**src/rtl/spi_shifter_gen_pkg.sv**
```systemverilog
`default_nettype none
// ============================================================================
// Module : spi_shifter_gen_pkg
// Desc   : Shared types and helpers for the parametrised SPI slave shifter.
// Rev    : 1.0 - initial release
// ============================================================================
package spi_shifter_gen_pkg;

  typedef enum logic [1:0] {
    RESYNC = 2'd0,
    IDLE   = 2'd1,
    ACTIVE = 2'd2
  } state_t;

  // Data is sampled on the rising sck edge when CPOL and CPHA agree.
  function automatic logic sample_on_rise(input logic cpol, input logic cpha);
    return (cpol ^ cpha) == 1'b0;
  endfunction

endpackage
`default_nettype wire

```
**src/rtl/spi_tx_fifo.sv**
```systemverilog
`default_nettype none
// ============================================================================
// Module : spi_tx_fifo
// Desc   : Synchronous transmit FIFO; pointers carry one extra wrap bit.
// Rev    : 1.0 - initial release
// ============================================================================
module spi_tx_fifo #(
  parameter int WIDTH = 8,
  parameter int DEPTH = 2
) (
  input  logic             clk,
  input  logic             rst,
  input  logic [WIDTH-1:0] wr_dat,
  input  logic             wr_vld,
  output logic             wr_rdy,
  input  logic             rd_en,
  output logic [WIDTH-1:0] rd_dat,
  output logic             empty,
  output logic             overrun
);
  localparam int AW = $clog2(DEPTH);

  logic [WIDTH-1:0] mem [DEPTH];
  logic [AW:0]      wr_ptr;
  logic [AW:0]      rd_ptr;
  logic             full;
  logic             push;
  logic             pop;

  assign empty  = (wr_ptr == rd_ptr);
  assign full   = (wr_ptr[AW] != rd_ptr[AW]) && (wr_ptr[AW-1:0] == rd_ptr[AW-1:0]);
  assign wr_rdy = !full;
  assign push   = wr_vld && !full;
  assign pop    = rd_en && !empty;
  assign rd_dat = mem[rd_ptr[AW-1:0]];

  always_ff @(posedge clk) begin
    if (push) mem[wr_ptr[AW-1:0]] <= wr_dat;
  end

  always_ff @(posedge clk) begin
    if (rst) begin
      wr_ptr  <= '0;
      rd_ptr  <= '0;
      overrun <= 1'b0;
    end else begin
      if (push) wr_ptr <= wr_ptr + 1'b1;
      if (pop)  rd_ptr <= rd_ptr + 1'b1;
      // A push into a full FIFO is dropped even when a pop frees a slot this cycle.
      overrun <= wr_vld && full;
    end
  end

endmodule
`default_nettype wire

```
**src/rtl/spi_shifter_gen.sv**
```systemverilog
`default_nettype none
// ============================================================================
// Module : spi_shifter_gen
// Desc   : Oversampled SPI slave shifter, any CPOL/CPHA, width and bit order.
// Rev    : 1.0 - initial release
// ============================================================================
module spi_shifter_gen
  import spi_shifter_gen_pkg::*;
#(
  parameter int WORD_W      = 8,
  parameter int CPOL        = 0,
  parameter int CPHA        = 0,
  parameter int MSB_FIRST   = 1,
  parameter int TX_DEPTH    = 2,
  parameter int SYNC_STAGES = 2
) (
  input  logic              clk,
  input  logic              rst,
  input  logic              sck,
  input  logic              ssn,
  input  logic              mosi,
  output logic              miso,
  output logic              miso_oe,
  output logic [WORD_W-1:0] rx_dat,
  output logic              rx_vld,
  input  logic [WORD_W-1:0] tx_dat,
  input  logic              tx_vld,
  output logic              tx_rdy,
  output logic              start,
  output logic              frame_end,
  output logic              rx_partial,
  output logic              tx_underrun,
  output logic              tx_overrun,
  output logic              busy
);
  localparam int               CNT_W       = $clog2(WORD_W);
  localparam logic [CNT_W-1:0] LAST_BIT    = CNT_W'(WORD_W - 1);
  localparam logic             SCK_IDLE    = (CPOL != 0);
  localparam logic             SAMPLE_RISE = sample_on_rise(CPOL != 0, CPHA != 0);

  logic [SYNC_STAGES-1:0] sck_sync, ssn_sync, mosi_sync;
  logic                   sck_prev, ssn_prev;
  logic                   sck_s, ssn_s, mosi_s;
  logic                   sample_edge, shift_edge, ssn_fall, ssn_rise;

  state_t             state;
  logic [CNT_W-1:0]   bit_cnt;
  logic               word_start;
  logic [WORD_W-1:0]  rx_sh, rx_next;
  logic [WORD_W-1:0]  tx_reg, tx_shifted;
  logic [WORD_W-1:0]  fifo_dat;
  logic               fifo_empty;
  logic               load;

  // ssn synchroniser resets low so a frame in progress at reset is never joined.
  always_ff @(posedge clk) begin
    if (rst) begin
      sck_sync  <= {SYNC_STAGES{SCK_IDLE}};
      ssn_sync  <= '0;
      mosi_sync <= '0;
      sck_prev  <= SCK_IDLE;
      ssn_prev  <= 1'b0;
    end else begin
      sck_sync  <= {sck_sync[SYNC_STAGES-2:0], sck};
      ssn_sync  <= {ssn_sync[SYNC_STAGES-2:0], ssn};
      mosi_sync <= {mosi_sync[SYNC_STAGES-2:0], mosi};
      sck_prev  <= sck_sync[SYNC_STAGES-1];
      ssn_prev  <= ssn_sync[SYNC_STAGES-1];
    end
  end

  assign sck_s       = sck_sync[SYNC_STAGES-1];
  assign ssn_s       = ssn_sync[SYNC_STAGES-1];
  assign mosi_s      = mosi_sync[SYNC_STAGES-1];
  assign sample_edge = SAMPLE_RISE ? (sck_s && !sck_prev) : (!sck_s && sck_prev);
  assign shift_edge  = SAMPLE_RISE ? (!sck_s && sck_prev) : (sck_s && !sck_prev);
  assign ssn_fall    = !ssn_s && ssn_prev;
  assign ssn_rise    = ssn_s && !ssn_prev;

  assign rx_next    = (MSB_FIRST != 0) ? {rx_sh[WORD_W-2:0], mosi_s} : {mosi_s, rx_sh[WORD_W-1:1]};
  assign tx_shifted = (MSB_FIRST != 0) ? {tx_reg[WORD_W-2:0], 1'b0} : {1'b0, tx_reg[WORD_W-1:1]};

  always_comb begin
    load = 1'b0;
    if (state == IDLE)
      load = ssn_fall && (CPHA == 0);
    else if (state == ACTIVE && !ssn_rise && shift_edge)
      load = (CPHA == 0) ? word_start : (bit_cnt == '0);
  end

  spi_tx_fifo #(
    .WIDTH (WORD_W),
    .DEPTH (TX_DEPTH)
  ) u_fifo (
    .clk     (clk),
    .rst     (rst),
    .wr_dat  (tx_dat),
    .wr_vld  (tx_vld),
    .wr_rdy  (tx_rdy),
    .rd_en   (load),
    .rd_dat  (fifo_dat),
    .empty   (fifo_empty),
    .overrun (tx_overrun)
  );

  always_ff @(posedge clk) begin
    if (rst) begin
      state       <= RESYNC;
      bit_cnt     <= '0;
      word_start  <= 1'b0;
      rx_sh       <= '0;
      rx_dat      <= '0;
      rx_vld      <= 1'b0;
      tx_reg      <= '0;
      miso        <= 1'b0;
      miso_oe     <= 1'b0;
      busy        <= 1'b0;
      start       <= 1'b0;
      frame_end   <= 1'b0;
      rx_partial  <= 1'b0;
      tx_underrun <= 1'b0;
    end else begin
      start       <= 1'b0;
      frame_end   <= 1'b0;
      rx_partial  <= 1'b0;
      rx_vld      <= 1'b0;
      tx_underrun <= 1'b0;
      if (load) begin
        tx_reg      <= fifo_empty ? '0 : fifo_dat;
        tx_underrun <= fifo_empty;
      end
      case (state)
        RESYNC: if (ssn_s) state <= IDLE;
        IDLE: begin
          if (ssn_fall) begin
            state      <= ACTIVE;
            start      <= 1'b1;
            busy       <= 1'b1;
            miso_oe    <= 1'b1;
            bit_cnt    <= '0;
            word_start <= 1'b0;
          end
        end
        ACTIVE: begin
          if (ssn_rise) begin
            state      <= IDLE;
            frame_end  <= 1'b1;
            rx_partial <= (bit_cnt != '0);
            busy       <= 1'b0;
            miso_oe    <= 1'b0;
          end else if (sample_edge) begin
            rx_sh <= rx_next;
            if (bit_cnt == LAST_BIT) begin
              bit_cnt    <= '0;
              rx_dat     <= rx_next;
              rx_vld     <= 1'b1;
              word_start <= 1'b1;
            end else begin
              bit_cnt <= bit_cnt + 1'b1;
            end
          end else if (shift_edge) begin
            if (CPHA == 0 && word_start) word_start <= 1'b0;
            if (!load) tx_reg <= tx_shifted;
          end
        end
        default: state <= RESYNC;
      endcase
      miso <= (MSB_FIRST != 0) ? tx_reg[WORD_W-1] : tx_reg[0];
    end
  end

endmodule
`default_nettype wire

```
**config.mk**
```make
export PLATFORM = sky130hd
export DESIGN_NAME = spi_shifter_gen
export DESIGN_NICKNAME = d
export VERILOG_FILES = /design/src/rtl/spi_shifter_gen_pkg.sv /design/src/rtl/spi_tx_fifo.sv /design/src/rtl/spi_shifter_gen.sv
export SDC_FILE = /design/constraint.sdc
export NUM_CORES = 1
export LEC_CHECK = 0
export ABC_AREA = 0
export CAP_MARGIN = 20
export CORE_MARGIN = 1.5
export CORE_UTILIZATION = 50
export CTS_CLUSTER_DIAMETER = 100
export DETAILED_ROUTE_END_ITERATION = 10
export PLACE_DENSITY = 0.73
export SLEW_MARGIN = 10
export SYNTH_ARGS = -nofsm -noshare
export SYNTH_HDL_FRONTEND = slang
export SYNTH_SLANG_ARGS = --single-unit
export TNS_END_PERCENT = 5
```
**constraint.sdc**
```tcl
create_clock -name clk -period 3.5 [get_ports clk]
set_input_delay 0.7 -clock clk [delete_from_list [all_inputs] [get_ports clk]]
set_output_delay 0.7 -clock clk [all_outputs]
set_load 0.05 [all_outputs]
```
* Word level (Yosys, flattened, before mapping)
Memories as Yosys holds them, arrays and structs flattened. A register that Yosys moved wholly into a read port is not among the register bits. Index checks and enable logic that the tools add are counted.
Word-level totals: bits in registers 49, memory bits (writable) 16, output and inout bits 18, word-level logic and storage cells 108, memories kept 1
Memories:
- u_fifo.mem | depth 2, width 8, read ports 1, clocked after Yosys merged registers in 1, wr ports 1, RTL line spi_tx_fifo.sv:23 | logic [WIDTH-1:0] mem [DEPTH];
Cells by class: add/subtract/negate cells 3, equality and inequality tests 13, multiplexer cells 34, bitwise logic cells 5, reductions and logical operators 31
Operator list (number):
- $mux 8 | 7
- $mux 1 | 16
- $mux 3 | 4
- $logic_and 1x1->1 | 10
- $ne 2x2->1 const B | 5
- $reduce_and 3->1 | 3
- $reduce_and 4->1 | 2
- $logic_not 1->1 | 7
- $mux 2 | 3
- $pmux 2 s3 | 1
- $pmux 3 s2 | 1
- $reduce_or 2->1 | 3
- $not 1->1 | 5
- $reduce_and 5->1 | 1
- $add 2x1->2 const B | 2
- $pmux 1 s2 | 2
- $reduce_or 4->1 | 1
- $add 3x1->3 const B | 1
- $eq 3x3->1 const B | 1
- $ne 3x2->1 const B | 1
- $ne 3x3->1 const B | 1
- $reduce_bool 3->1 | 1
- $reduce_or 3->1 | 1
- $eq 2x1->1 const B | 1
- 6 further kinds | 6

* Depth between registers and ports, before layout
depth after elaboration 13, gate-level depth with buffers 7

* Modules after synthesis
A second synthesis with hierarchy kept.
Second synthesis, totals: cell total of the unflattened synthesis 239, area, all modules 2610.0 µm²
By module, submodules not included:
- spi_shifter_gen | times used 1, cells an instance 180, area each 1742.9 µm², seq. area each 880.8 µm²
- spi_tx_fifo | times used 1, cells an instance 59, area each 867.1 µm², seq. area each 600.6 µm²

* Least setup slack after synthesis
No wires, ideal clock.
path kind flip-flop to output port, from register u_fifo.wr_ptr[0], to output port tx_rdy, arrival time 1.021 ns, required time 2.800 ns, path slack 1.779 ns, cell stages (with the launch flop) 3, buffers on the path 0, path through dfxtp_1 xor2_1 nand2b_1
Between the ends: word-level cells in the longest chain between the ends 3
Ends and longest elaborated chain:
- start, declared | RTL line spi_tx_fifo.sv:24 | logic [AW:0] wr_ptr;
- start signal, assigned | RTL line spi_tx_fifo.sv:47 | if (push) wr_ptr <= wr_ptr + 1'b1;
- $eq 1x1->1 | RTL line spi_tx_fifo.sv:31 | assign full = (wr_ptr[AW] != rd_ptr[AW]) && (wr_ptr[AW-1:0] == rd_ptr[AW-1:0]);
- $logic_and 1x1->1 | RTL line spi_tx_fifo.sv:31
- $logic_not 1->1 | RTL line spi_tx_fifo.sv:32 | assign wr_rdy = !full;
- end, declared | RTL line spi_shifter_gen.sv:28 | output logic tx_rdy,
Every way passes these cells.

* Final worst setup path
Same ends and word-level chain as after synthesis.

==> run summary <==
CTS tree = done
Final Cell Area = 3080 sq um
Total GRT Usage = 16.7%
Total congestion overflow = 0
Worst slack at placement = 1.22 ns
CP required = 2.80 ns
Hold buffer count at cts = 0
Largest net degree at the start of global routing = 35
Crit-path max FO = 4
Die area = 5540 sq um
Yosys cell types = 39
H-tree levels = 3
Startpoint Class = flop
Asr flop ratio synth = 0%
Layout cell share with drive strength beyond 1 = 9.70%
Post-CTS sizing = 0
Initial antenna violation count = 0
Final ANT Viol Nets = 0
Half-perimeter wire length after placement = 2670 microns
Placed cell area = 2880 sq um
Synth area leaders = dfxtp_1 (39%), edfxtp_1 (19%), mux2i_1 (5.9%)
Fin nets = 282
Vias = 1732
Final period util = 74.6%
Core Region = 4820 sq um
Routed wire length = 4020 microns
Most common cell in the netlist = dfxtp_1
Starting DRT DRC Count = 82
Setup TNS = 0 ns
Ant. Diodes = 0
Clock buffer depth = 2
Number of flip-flops under the largest register name = 16
I/O Buffers = 31
Chip Height = 74.4 microns
Drt via density = 5.17
R2r setup slk = 1.57 ns
# rows = 25
Final Total Pwr = 1.54 mW
Syn. warnings = 0
DRT Pass-1 Iters = 4
Most instantiated cells after synthesis = dfxtp_1 (50), nand2_1 (26), a21oi_1 (24)
Status = finished clean
Mapped Avg Cell Area = 10.9 sq um
Ys flop type = dfxtp_1
Synthesized cell area = 2550 sq um
Cell count after synthesis = 234
Power per cell area = 501 nW/um^2
Initial Util = 52.9%
Final setup margin = 0.890 ns
Hold Fails Final Rpt = 0
CP arrival = 1.91 ns
Die width = 74.4 microns
Min Tclk post-route = 2.61 ns
Max_slew headroom = 53.8%
Worst-path clk slew = 0.07 ns
Setup repair bufs after CTS = 0
Flops & latches, synth = 66
Clock latency on the worst-skew pair = 0.34 ns
RSZ-0062 raised after global routing = no
Fill count = 406
Root Driver = clkbuf_8
Area Growth Syn to Fin = 20.6%
CP endpoint kind = primary output
I/O pin count = 32
First-pass GRT wire length = 6860 microns
GPL Wtd Cong = 0.707
Critical setup path kind = reg -> out
Yosys top cell by area = dfxtp_1
Max Cap Violations = 0
Fmax = 383 MHz
Seq/Total Area, Yosys = 58.1%
Vias in the first global route = 1571
# setup viols final = 0
Drt drc = 0
Synthesized Nets = 253
VDD IR-drop max = 0.305 mV
Routed length per instance = 12.0 microns
CTS sink cnt = 66
Hold Crit Class = reg -> reg
Setup Skew = 0.00769 ns
Least-Margin Pin Slew = 0.690 ns
Post-synth EDFFs = 16
Max-slew violation count = 0
Pleak = 1.11 nW
Area share of the largest cell type after synthesis = 39.3%
CTS Buf Count = 9
## worst max-delay path, stage by stage, from the launching register on
cell and delay [ns]:
dfxtp_1 0.39, xor2_1 0.22, nand2b_1 0.16, clkdlybuf4s50_1 0.80
## area by class of cell
| cell class | count | area [sq um] | area share (%) |
|---|---|---|---|
| clock buffer | 13 | 159 | 5.17 |
| clock inverter | 3 | 40.0 | 1.30 |
| inverter | 10 | 37.5 | 1.22 |
| multi-input combinational | 144 | 956 | 31.1 |
| sequential | 66 | 1480 | 48.2 |
| tap | 67 | 83.8 | 2.73 |
| timing repair buffer | 32 | 318 | 10.3 |
## cell usage in the layout, fill, tap and decap left out, types with 2 or more instances in the layout
cell	Yosys	layout
o22ai_2	7	7
and3_1	2	2
ha_1	5	5
o21ai_0	3	3
clkdlybuf4s50_1	0	31
nor2_1	12	12
clkbuf_8	0	11
nand2b_1	2	2
nand2_1	26	26
edfxtp_1	16	16
or3_1	5	5
clkinv_2	0	2
a22oi_1	2	2
nand3_1	10	10
nor3b_1	2	2
nor2b_1	8	8
xor2_1	4	4
mux2i_1	15	15
dfxtp_1	50	50
a21oi_1	24	24
clkbuf_1	7	2
o211ai_1	2	2
inv_1	10	10
## path summary, 6_finish.rpt
path	startpoint	endpoint	depth (start not counted)
setup reg to reg	state[1]$_SDFFE_PP0P_	tx_reg[6]$_SDFF_PP0_	4
hold / removal	ssn_sync[0]$_SDFF_PP0_	ssn_sync[1]$_SDFF_PP0_	1
setup / recovery	u_fifo.wr_ptr[0]$_SDFFE_PP0P_	tx_rdy	3
hold reg to reg	ssn_sync[0]$_SDFF_PP0_	ssn_sync[1]$_SDFF_PP0_	1
## stage by stage
step	instances	util (%)	hold WS, ns
3_5_place_dp	319	59.7	0.425
5_1_grt	335	63.8	0.461
2_1_floorplan	234	-	0.414
3_3_place_gp	319	59.7	0.419
6_report	335	63.8	0.434
4_1_cts	335	63.8	0.440
## routing by layer
metal	track usage, %	part of all wire (%)	vias up
met5	0	0	-
met4	11.7	2.5	0
met3	3.79	4.6	10
met2	24.4	43	41
met1	22.0	50	808
li1	-	-	873
## cells by family (layout without fill, tap and decap cells)
kind of cell,Yosys count,count (layout),share of synthesized area (%)
multiplexers,15,15,5.89
AO/OA/AOI/OAI,46,46,13.1
adder cells (fa/ha/maj),5,5,2.45
XOR/XNOR,5,5,1.72
flip-flops,66,66,58.1
buffers and inverters,24,58,4.42
AND/OR/NAND/NOR,73,73,14.3
## report_power, final
part / switching (mW) / internal (mW) / leakage, nW
Clock: 0.264 / 0.366 / 0.103
Sequential: 0.0110 / 0.807 / 0.555
Combinational: 0.0562 / 0.0371 / 0.447
Total: 0.332 / 1.21 / 1.11
No activity file was read; power rests on OpenSTA's default activity.
